===== src/rtl/inst_dispatch_ctrl.sv =====
// -----------------------------------------------------------------------------
// inst_dispatch_ctrl
//
// Instruction queue and dispatch sequencer that sits between the fetcher and
// the out-of-order back end. Fetched words are buffered in a circular FIFO.
// The head word goes to an external combinational decoder, and one instruction
// per cycle is issued to the reservation station (RS) or the load/store buffer
// (LSB). A rollback from the ROB discards all queued work.
//
// Optional build macro: DISPATCH_STALL_CNT_EN adds the stall, illegal-pop and
// flush statistic counters.
//
// Ports
//   clk_in, rst_n_in        clock, asynchronous active-low reset
//   rdy_in                  global pause; low freezes every register
//   rollback_in             flush request from the ROB
//   fetch_*_in              push request with {inst, pc, predicted-taken}
//   iq_full_out             backpressure to the fetcher (count >= DEPTH-MARGIN)
//   dec_inst_out            head word to the decoder (0 while empty)
//   dec_op_enum_in          decoder op enum, 0 = illegal
//   dec_is_load/store_in    decoder memory classification of the head word
//   rob/rs/lsb_full_in      back-end capacity flags
//   issue_*_out             registered one-cycle issue strobe and payload
//   stall_cnt_out           (optional) cycles spent in S_STALL
//   illegal_cnt_out         (optional) discarded enum-0 pops
//   flush_cnt_out           (optional) rollbacks taken
// -----------------------------------------------------------------------------
module inst_dispatch_ctrl #(
    parameter int unsigned ADDR_W      = 4,
    parameter int unsigned FULL_MARGIN = 1
) (
    input  logic        clk_in,
    input  logic        rst_n_in,
    input  logic        rdy_in,
    input  logic        rollback_in,
    input  logic        fetch_valid_in,
    input  logic [31:0] fetch_inst_in,
    input  logic [31:0] fetch_pc_in,
    input  logic        fetch_pred_jump_in,
    output logic        iq_full_out,
    output logic [31:0] dec_inst_out,
    input  logic [5:0]  dec_op_enum_in,
    input  logic        dec_is_load_in,
    input  logic        dec_is_store_in,
    input  logic        rob_full_in,
    input  logic        rs_full_in,
    input  logic        lsb_full_in,
    output logic        issue_valid_out,
    output logic        issue_to_lsb_out,
    output logic [31:0] issue_inst_out,
    output logic [31:0] issue_pc_out,
    output logic        issue_pred_jump_out
`ifdef DISPATCH_STALL_CNT_EN
    ,
    output logic [31:0] stall_cnt_out,
    output logic [15:0] illegal_cnt_out,
    output logic [15:0] flush_cnt_out
`endif
);

    localparam int unsigned     DEPTH   = 1 << ADDR_W;
    localparam logic [ADDR_W:0] CNT_MAX = (ADDR_W + 1)'(DEPTH);
    localparam logic [ADDR_W:0] FULL_TH = (ADDR_W + 1)'(DEPTH - FULL_MARGIN);

    typedef enum logic [1:0] {
        S_EMPTY,
        S_RUN,
        S_STALL,
        S_FLUSH
    } state_t;

    state_t r_state;
    state_t w_state_nxt;

    // Payload storage
    logic [31:0] r_inst_mem [DEPTH];
    logic [31:0] r_pc_mem   [DEPTH];
    logic        r_pred_mem [DEPTH];

    logic [ADDR_W-1:0] r_head;
    logic [ADDR_W-1:0] r_tail;
    logic [ADDR_W:0]   r_count;
    logic [ADDR_W:0]   w_count_nxt;

    logic w_is_mem;
    logic w_ok;
    logic w_push;
    logic w_pop;

    // Head-of-queue dispatch decision
    assign w_is_mem = dec_is_load_in | dec_is_store_in;
    assign w_ok     = !rob_full_in && (w_is_mem ? !lsb_full_in : !rs_full_in);

    // A push at a full queue is dropped even if a pop frees a slot in the same
    // cycle, so the write never depends on the back-end flags.
    assign w_push = rdy_in && fetch_valid_in && (r_count < CNT_MAX) &&
                    !rollback_in && (r_state != S_FLUSH);
    assign w_pop  = rdy_in && (r_count != '0) && (r_state != S_FLUSH) &&
                    !rollback_in && w_ok;

    assign iq_full_out  = (r_count >= FULL_TH);
    assign dec_inst_out = (r_count == '0) ? '0 : r_inst_mem[r_head];

    always_comb begin
        w_count_nxt = r_count;
        case ({w_push, w_pop})
            2'b10:   w_count_nxt = r_count + (ADDR_W + 1)'(1);
            2'b01:   w_count_nxt = r_count - (ADDR_W + 1)'(1);
            default: w_count_nxt = r_count;
        endcase
    end

    // ---------------------------------------------------------------------
    // FSM
    // ---------------------------------------------------------------------
    always_ff @(posedge clk_in or negedge rst_n_in) begin
        if (!rst_n_in) begin
            r_state <= S_EMPTY;
        end else begin
            r_state <= w_state_nxt;
        end
    end

    always_comb begin
        w_state_nxt = r_state;
        if (rdy_in) begin
            if (rollback_in) begin
                w_state_nxt = S_FLUSH;
            end else begin
                case (r_state)
                    S_FLUSH: w_state_nxt = S_EMPTY;
                    S_EMPTY: begin
                        if (w_push) begin
                            w_state_nxt = S_RUN;
                        end
                    end
                    S_RUN, S_STALL: begin
                        if (w_count_nxt == '0) begin
                            w_state_nxt = S_EMPTY;
                        end else if (!w_ok) begin
                            w_state_nxt = S_STALL;
                        end else begin
                            w_state_nxt = S_RUN;
                        end
                    end
                    default: w_state_nxt = S_EMPTY;
                endcase
            end
        end
    end

    // ---------------------------------------------------------------------
    // Storage write port (no reset: occupancy is tracked by r_count)
    // ---------------------------------------------------------------------
    always_ff @(posedge clk_in) begin
        if (w_push) begin
            r_inst_mem[r_tail] <= fetch_inst_in;
            r_pc_mem[r_tail]   <= fetch_pc_in;
            r_pred_mem[r_tail] <= fetch_pred_jump_in;
        end
    end

    // ---------------------------------------------------------------------
    // Pointers, occupancy and issue register
    // ---------------------------------------------------------------------
    always_ff @(posedge clk_in or negedge rst_n_in) begin
        if (!rst_n_in) begin
            r_head              <= '0;
            r_tail              <= '0;
            r_count             <= '0;
            issue_valid_out     <= 1'b0;
            issue_to_lsb_out    <= 1'b0;
            issue_inst_out      <= '0;
            issue_pc_out        <= '0;
            issue_pred_jump_out <= 1'b0;
        end else if (rdy_in) begin
            if (rollback_in) begin
                r_head          <= '0;
                r_tail          <= '0;
                r_count         <= '0;
                issue_valid_out <= 1'b0;
            end else begin
                if (w_push) begin
                    r_tail <= r_tail + ADDR_W'(1);
                end
                if (w_pop) begin
                    r_head              <= r_head + ADDR_W'(1);
                    // Illegal ops leave the queue but never reach the back end
                    issue_valid_out     <= (dec_op_enum_in != '0);
                    issue_to_lsb_out    <= w_is_mem;
                    issue_inst_out      <= r_inst_mem[r_head];
                    issue_pc_out        <= r_pc_mem[r_head];
                    issue_pred_jump_out <= r_pred_mem[r_head];
                end else begin
                    issue_valid_out <= 1'b0;
                end
                r_count <= w_count_nxt;
            end
        end
    end

`ifdef DISPATCH_STALL_CNT_EN
    // ---------------------------------------------------------------------
    // Saturating statistics counters
    // ---------------------------------------------------------------------
    logic [31:0] r_stall_cnt;
    logic [15:0] r_illegal_cnt;
    logic [15:0] r_flush_cnt;

    always_ff @(posedge clk_in or negedge rst_n_in) begin
        if (!rst_n_in) begin
            r_stall_cnt   <= '0;
            r_illegal_cnt <= '0;
            r_flush_cnt   <= '0;
        end else if (rdy_in) begin
            if ((r_state == S_STALL) && (r_stall_cnt != '1)) begin
                r_stall_cnt <= r_stall_cnt + 32'd1;
            end
            if (w_pop && (dec_op_enum_in == '0) && (r_illegal_cnt != '1)) begin
                r_illegal_cnt <= r_illegal_cnt + 16'd1;
            end
            if (rollback_in && (r_flush_cnt != '1)) begin
                r_flush_cnt <= r_flush_cnt + 16'd1;
            end
        end
    end

    assign stall_cnt_out   = r_stall_cnt;
    assign illegal_cnt_out = r_illegal_cnt;
    assign flush_cnt_out   = r_flush_cnt;
`endif

endmodule


===== config.mk =====
export PLATFORM = sky130hd
export DESIGN_NAME = inst_dispatch_ctrl
export DESIGN_NICKNAME = d
export VERILOG_FILES = /design/src/rtl/inst_dispatch_ctrl.sv
export SDC_FILE = /design/constraint.sdc
export NUM_CORES = 1
export LEC_CHECK = 0
export ABC_AREA = 1
export BUFFER_PORTS_ARGS = -buffer_cell sky130_fd_sc_hd__buf_2
export CAP_MARGIN = 15
export CORE_MARGIN = 3
export CORE_UTILIZATION = 25
export CTS_CLUSTER_DIAMETER = 40
export DETAILED_ROUTE_END_ITERATION = 10
export PLACE_DENSITY = 0.38
export SLEW_MARGIN = 20
export SYNTH_ARGS = -nofsm -noshare
export SYNTH_HDL_FRONTEND = slang
export SYNTH_SLANG_ARGS = --single-unit

===== constraint.sdc =====
create_clock -name clk_in -period 4.3 [get_ports clk_in]
set_input_delay 0.215 -clock clk_in [delete_from_list [all_inputs] [get_ports clk_in]]
set_output_delay 0.215 -clock clk_in [all_outputs]
set_load 0.02 [all_outputs]

==> flow_summary.ini, run 1 <==
[die]
core_area_sq_um = 172100
dieWidth_microns = 422.9
start_util_pct = 25.25
num_rows = 152
die_area_sq_um = 178900
fp.dieH_microns = 422.9
ios = 181

[detailed_routing]
vias = 27710
firstDrtPassIters = 7
first_iter_violations = 1965
wirelength_microns = 142100
ant_nets = 0
vias_per_cell = 4.696
drcViolationCount = 0
routedWlPerCell_microns = 24.08

[place]
place_congestion = 0.7012
portBuffers = 180
dpl.hpwl_microns = 70240
preCtsSetupSlack_ns = 1.244

[critical_path]
arrival_ns = 4.67
rr_startpoint = r_state[0]
crit_fanout = 39
critPathLaunchType = input port
worstPathRequired_ns = 4.96
crit_type = in -> reg
ff2ff_setup_slack_ns = 0.92
r2r-end = r_state[0]
end_kind = flop
reg2reg_depth = 17

[global_route]
track_usage_pct = 15.67
grt_pass1_wl_microns = 205100
grt_max_degree = 139
grt_antenna_before_repair = 8
first_global_vias = 27870
grt_overflow_total = 0

[timing]
hold_viol = 0
finalCritPeriodShare_pct = 93.33
hold_ws_ns = 0.07746
clock_skew_ns = 0.02579
slew_violations = 0
finalCriticalPeriod_ns = 4.013
slew_headroom_pct = 36.59
fmax_ghz = 0.2492
tightest_slew_ns = 0.9511
rsz0062_at_grt = false
fin_ws_ns = 0.2869
setup_viol = 0

[yosys]
avgSynthCellArea_sq_um = 13.75
synth.net_count = 3250
synthArstFlopShare_pct = 7.308
synth_area_sq_um = 43460
yosysUniqueCellTypes = 35
yosys-top-cells-area = edfxtp_1 72%, o21ai_0 6.2%, nor2_1 5.6%, dfrtp_1 4.7%, o221ai_1 3.7%
syn_inst = 3160
synth_seq_cells = 1122
yosys_warnings = 0
seq_area_frac_synth_pct = 76.58
ys.flop_type = edfxtp_1
synth_top_area_share_pct = 71.86
yosysTopAreaCell = edfxtp_1
synth_edf_count = 1040

[power_and_ir_drop]
leakage_nw = 17.85
p_int_w = 0.02245
comb_power_share_pct = 15.4
pwr-share-seq_pct = 40.5
switching_share_pct = 28.92
p_per_area_nw_per_um2 = 584.4
power.switching_w = 0.009135
vdd_drop_max_mv = 0.4002
p_clk_share_pct = 44.1
power_w = 0.03158

[clocking]
htree_levels = 4
cts_setup_buffers = 0
cts_buffers = 170
cts_tree = done
worstSkewPairLatency_ns = 0.80
clock_path_buffers = 3
clock-sinks = 1122
clk_pin_slew_worst_paths_ns = 0.05
root_buffer = clkbuf_16

[finish]
nNetsFinal = 3529
area_growth_pct = 24.36
drive_gt1_share_pct = 16.29

[flow_run]
maxCapViolCount = 0

[hold_path]
min_path_type = in -> async

[run_status]
status = finished, final reports clean
## Yosys cell counts, types with 11 or more instances
cell,count
dfrtp_1,82
a21oi_1,42
nand2_1,44
inv_1,25
nand3_1,88
buf_2,39
nor2_1,649
buf_1,18
o21ai_1,11
o221ai_1,185
a31oi_1,65
o22ai_1,78
edfxtp_1,1040
o21ai_0,540
o211ai_1,39
clkbuf_1,175
## how the worst max path moves through the flow
| stage | endpoint | depth (start not counted) | start |
|---|---|---|---|
| after floorplan | r_inst_mem[0][0] | 6 | r_state[0] |
| after global placement | dec_inst_out[2] | 6 | r_head[1] |
| after detailed placement | dec_inst_out[18] | 6 | r_head[0] |
| after CTS | dec_inst_out[18] | 6 | r_head[0] |
| after global routing | r_state[0] | 24 | dec_is_load_in |
| final | r_state[0] | 20 | dec_is_load_in |
## cell type report
type                            count  area (sq um)
Antenna cell                        4         10.01
Clock buffer                      202          4508
Clock inverter                    117          1294
Fill cell                       17160        118100
Inverter                           32         145.1
Multi-Input combinational cell   1772          9248
Sequential cell                  1122         33300
Tap cell                         2310          2890
Timing Repair Buffer              341          2654
## logic make-up (layout without fill, tap and decap cells)
family | after synthesis | after routing | share of synthesized area (%)
flops | 1122 | 1122 | 76.58
compound gates | 965 | 965 | 13.38
simple gates | 796 | 796 | 7.310
buf+inv | 266 | 692 | 2.427
fa+ha+maj | 9 | 9 | 0.2591
xor+xnor | 2 | 2 | 0.04031
other cells | 0 | 4 | 0
## through the flow
stage               instances  setup TNS [ns]  utilization (%)  area [sq um]
floorplan                3160          -58.33                -         43460
global route             5897               0            31.40         54040
global placement         5497               0            27.56         47430
detailed placement       5497               0            27.56         47430
CTS                      5896               0            31.40         54040
finish                   5900               0            31.40         54050
## layer usage
layer,global-route usage (%),vias to the layer above,part of all wire (%)
li1,-,12670,-
met1,20.89,14260,45
met2,25.97,555,48
met3,2.725,214,3.8
met4,4.899,4,2.6
met5,0,-,0.015
## state kept, by name, summed over array words and instances, names as in the netlist
signal	cells
r_head	4
r_tail	4
issue_valid_out	1
issue_pc_out	32
r_count	5
r_pc_mem	512
r_inst_mem	512
issue_to_lsb_out	1
issue_pred_jump_out	1
r_pred_mem	16
r_state	2
issue_inst_out	32
## worst max-delay path, cell delays in order
cell and delay [ns]:
dlygate4sd3_1 0.53, buf_2 0.12, o21ai_0 0.12, dlygate4sd3_1 0.56, nand3_1 0.11, dlygate4sd3_1 0.64, nor2_4 0.30, buf_4 0.57
nand3_2 0.12, nand2_2 0.13, o21ai_1 0.08, nand2_1 0.06, nand2_1 0.05, nand2_1 0.07, nand2_2 0.08, o21bai_1 0.15
nand2_1 0.06, nand2_1 0.07, a21oi_2 0.05, dlygate4sd3_1 0.55
## placed cells by master, fill, tap and decap left out, types with 7 or more instances in the layout
master | netlist | final
edfxtp_1 | 1040 | 1040
nor2_1 | 649 | 633
o21ai_0 | 540 | 540
o221ai_1 | 185 | 185
buf_2 | 39 | 179
clkbuf_16 | 0 | 173
nand3_1 | 88 | 88
dlygate4sd3_1 | 0 | 80
o22ai_1 | 78 | 78
dfrtp_1 | 82 | 78
a31oi_1 | 65 | 65
buf_4 | 2 | 54
nand2_1 | 44 | 44
a21oi_1 | 42 | 42
o211ai_1 | 39 | 39
clkinv_2 | 0 | 29
buf_12 | 0 | 27
inv_1 | 25 | 23
clkbuf_1 | 175 | 22
clkinvlp_4 | 0 | 19
bufinv_16 | 0 | 18
nor2_4 | 0 | 17
inv_6 | 0 | 15
clkinv_1 | 3 | 14
clkinv_4 | 0 | 14
o21ai_1 | 11 | 11
ha_1 | 9 | 9
clkbuf_8 | 0 | 7
## repair_timing
item	in CTS	in global routing
hold buffers	80	0
resized for setup	0	0
hold endpoints to repair	1104	0
setup endpoints to repair	0	0
## power groups by stage
stage                     clock network, W  registers [W]  logic [W]
final                               0.0139         0.0128    0.00487
after global routing                0.0148         0.0128    0.00544
after CTS                           0.0143         0.0128    0.00495
after detailed placement                 0         0.0130    0.00487
after global placement                   0         0.0130    0.00488
after floorplan                          0         0.0131    0.00277
Note: power is estimated with default switching activity, not from simulation.
==> run 2: changes to the inputs <==
RECOVER_POWER = 100   (was unset)
==> flow_summary.ini, run 2 (synthesized netlist as in run 1, its figures left out) <==
[critical_path]
critPathTopFamily = buffers and inverters
end_kind = flop
path_cells = dlygate4sd3_1 -> buf_2 -> o21ai_0 -> dlygate4sd3_1 -> nand3_1 -> dlygate4sd3_1 -> nor2_4 -> buf_4 -> nand3_2 -> nand2_1 -> o21ai_1 -> nand2_1 -> nand2_1 -> nand2_1 -> nand2_2 -> o21bai_1 -> nand2_1 -> nand2_1 -> a21oi_1 -> dlygate4sd3_1
r2r-end = r_pc_mem[8][9]
ff2ff_setup_slack_ns = 0.36
crit_buf_inv = 6
worstPathRequired_ns = 4.96
crit_fanout = 39
reg2reg_depth = 7
cpPeakStageDelay_ns = 0.64
crit_type = in -> reg
rr_startpoint = r_state[0]
critPathLaunchType = input port
cp_slowest_cell = dlygate4sd3_1
arrival_ns = 4.70
cp_common_cell = nand2_1

[timing]
hold_viol = 0
fin_ws_ns = 0.2630
hold_ws_ns = 0.3231
finalCritPeriodShare_pct = 93.88
clock_skew_ns = 0.02545
slew_violations = 736
setup_viol = 0
tightest_slew_ns = 2.325
slew_headroom_pct = -55.02
finalCriticalPeriod_ns = 4.037
fmax_ghz = 0.2477
setup-tns-final_ns = 0
rsz0062_at_grt = false

[die]
ios = 181
start_util_pct = 25.25
core_area_sq_um = 172100
num_rows = 152
die_area_sq_um = 178900
dieWidth_microns = 422.9
fp.dieH_microns = 422.9

[run_status]
status = finished with violations
violations = max-capacitance violations, max-slew violations

[place]
dpl_cell_area_sq_um = 47430
portBuffers = 180
place_congestion = 0.7012
dpl.hpwl_microns = 70240
place_inst = 5497
preCtsSetupSlack_ns = 1.244

[hold_path]
whs_path_depth = 4
hp-start = dec_is_store_in
holdPathEnd = issue_to_lsb_out
min_path_type = in -> reg

[global_route]
grt_pass1_wl_microns = 205100
grt_overflow_total = 0
grt_antenna_before_repair = 8
first_global_vias = 27870
track_usage_pct = 15.67
grt_max_degree = 139

[clocking]
root_buffer = clkbuf_16
clock-sinks = 1122
worstSkewPairLatency_ns = 0.80
htree_levels = 4
cts_buffers = 170
clk_pin_slew_worst_paths_ns = 0.05
clock_path_buffers = 3
cts_tree = done

[detailed_routing]
firstDrtPassIters = 8
ant_nets = 0
wirelength_microns = 142000
vias = 27770
routedWlPerCell_microns = 24.07
first_iter_violations = 2004
drcViolationCount = 0
vias_per_cell = 4.707

[power_and_ir_drop]
leakage_nw = 17.28
p_per_area_nw_per_um2 = 588.6
vdd_drop_max_mv = 0.4177

[finish]
final_cell_area_sq_um = 53470
final_common_cell = edfxtp_1
area_growth_pct = 23.03
reg.largest.list = r_inst_mem x512, r_pc_mem x512
nNetsFinal = 3529
drive_gt1_share_pct = 11.46
mostFrequentLayoutCells = 1,040 x edfxtp_1, 644 x nor2_1, 546 x o21ai_0, 185 x o221ai_1, 180 x clkbuf_1
stdcell_count = 5900

[flow_run]
maxCapViolCount = 18
## run 2: cell count changes in the layout (fill, tap and decap cells not counted), sizes merged
cell,change
clkbuf,+200
buf,-200
## run 2: how the worst max path moves through the flow
stage / from / to / slack (ns) / cells after the start
6_report: dec_is_load_in / r_state[0] / 0.26 / 20
3_5_place_dp: r_head[0] / dec_inst_out[18] / 1.24 / 6
2_1_floorplan: r_state[0] / r_inst_mem[0][0] / -0.06 / 6
4_1_cts: r_head[0] / dec_inst_out[18] / 0.35 / 6
3_3_place_gp: r_head[1] / dec_inst_out[2] / 1.16 / 6
5_1_grt: r_head[0] / dec_inst_out[23] / 0.04 / 6
## run 2: area by class of cell
cell class / count / area, sq um
Clock inverter: 117 / 1294
Multi-Input combinational cell: 1772 / 9146
Antenna cell: 4 / 10.01
Clock buffer: 202 / 4508
Sequential cell: 1122 / 33300
Fill cell: 17270 / 118600
Tap cell: 2310 / 2890
Timing Repair Buffer: 341 / 2177
Inverter: 32 / 145.1
## run 2: stage by stage
stage / power, W / util (%)
2_1_floorplan: 0.01591 / -
3_3_place_gp: 0.01791 / 27.56
3_5_place_dp: 0.01790 / 27.56
4_1_cts: 0.03206 / 31.40
5_1_grt: 0.03294 / 31.06
6_report: 0.03147 / 31.06
## run 2: tightest hold or removal path, stage by stage
cell and delay, ns:
buf_2 0.08, nor2_1 0.05, dlygate4sd3_1 0.55, o21ai_0 0.16
## run 2: power by group
group	internal, W	switching (W)	leakage, nW
sequential	0.0124	0.000440	10.4
clock	0.00866	0.00528	2.80
combinational	0.00131	0.00342	4.10
total	0.0223	0.00914	17.3
## run 2: metal layers
| metal | share of wire [%] | GRT usage [%] | vias up |
|---|---|---|---|
| met2 | 48 | 25.97 | 629 |
| met1 | 45 | 20.89 | 14240 |
| met4 | 2.7 | 4.899 | 4 |
| li1 | - | - | 12680 |
| met3 | 4.2 | 2.725 | 229 |
| met5 | 0.015 | 0 | - |
## run 2: what timing repair did
item	in CTS	in global routing
hold endpoints to repair	1104	0
buffers inserted	0	0
gates resized for setup	0	0
hold buffers	80	0
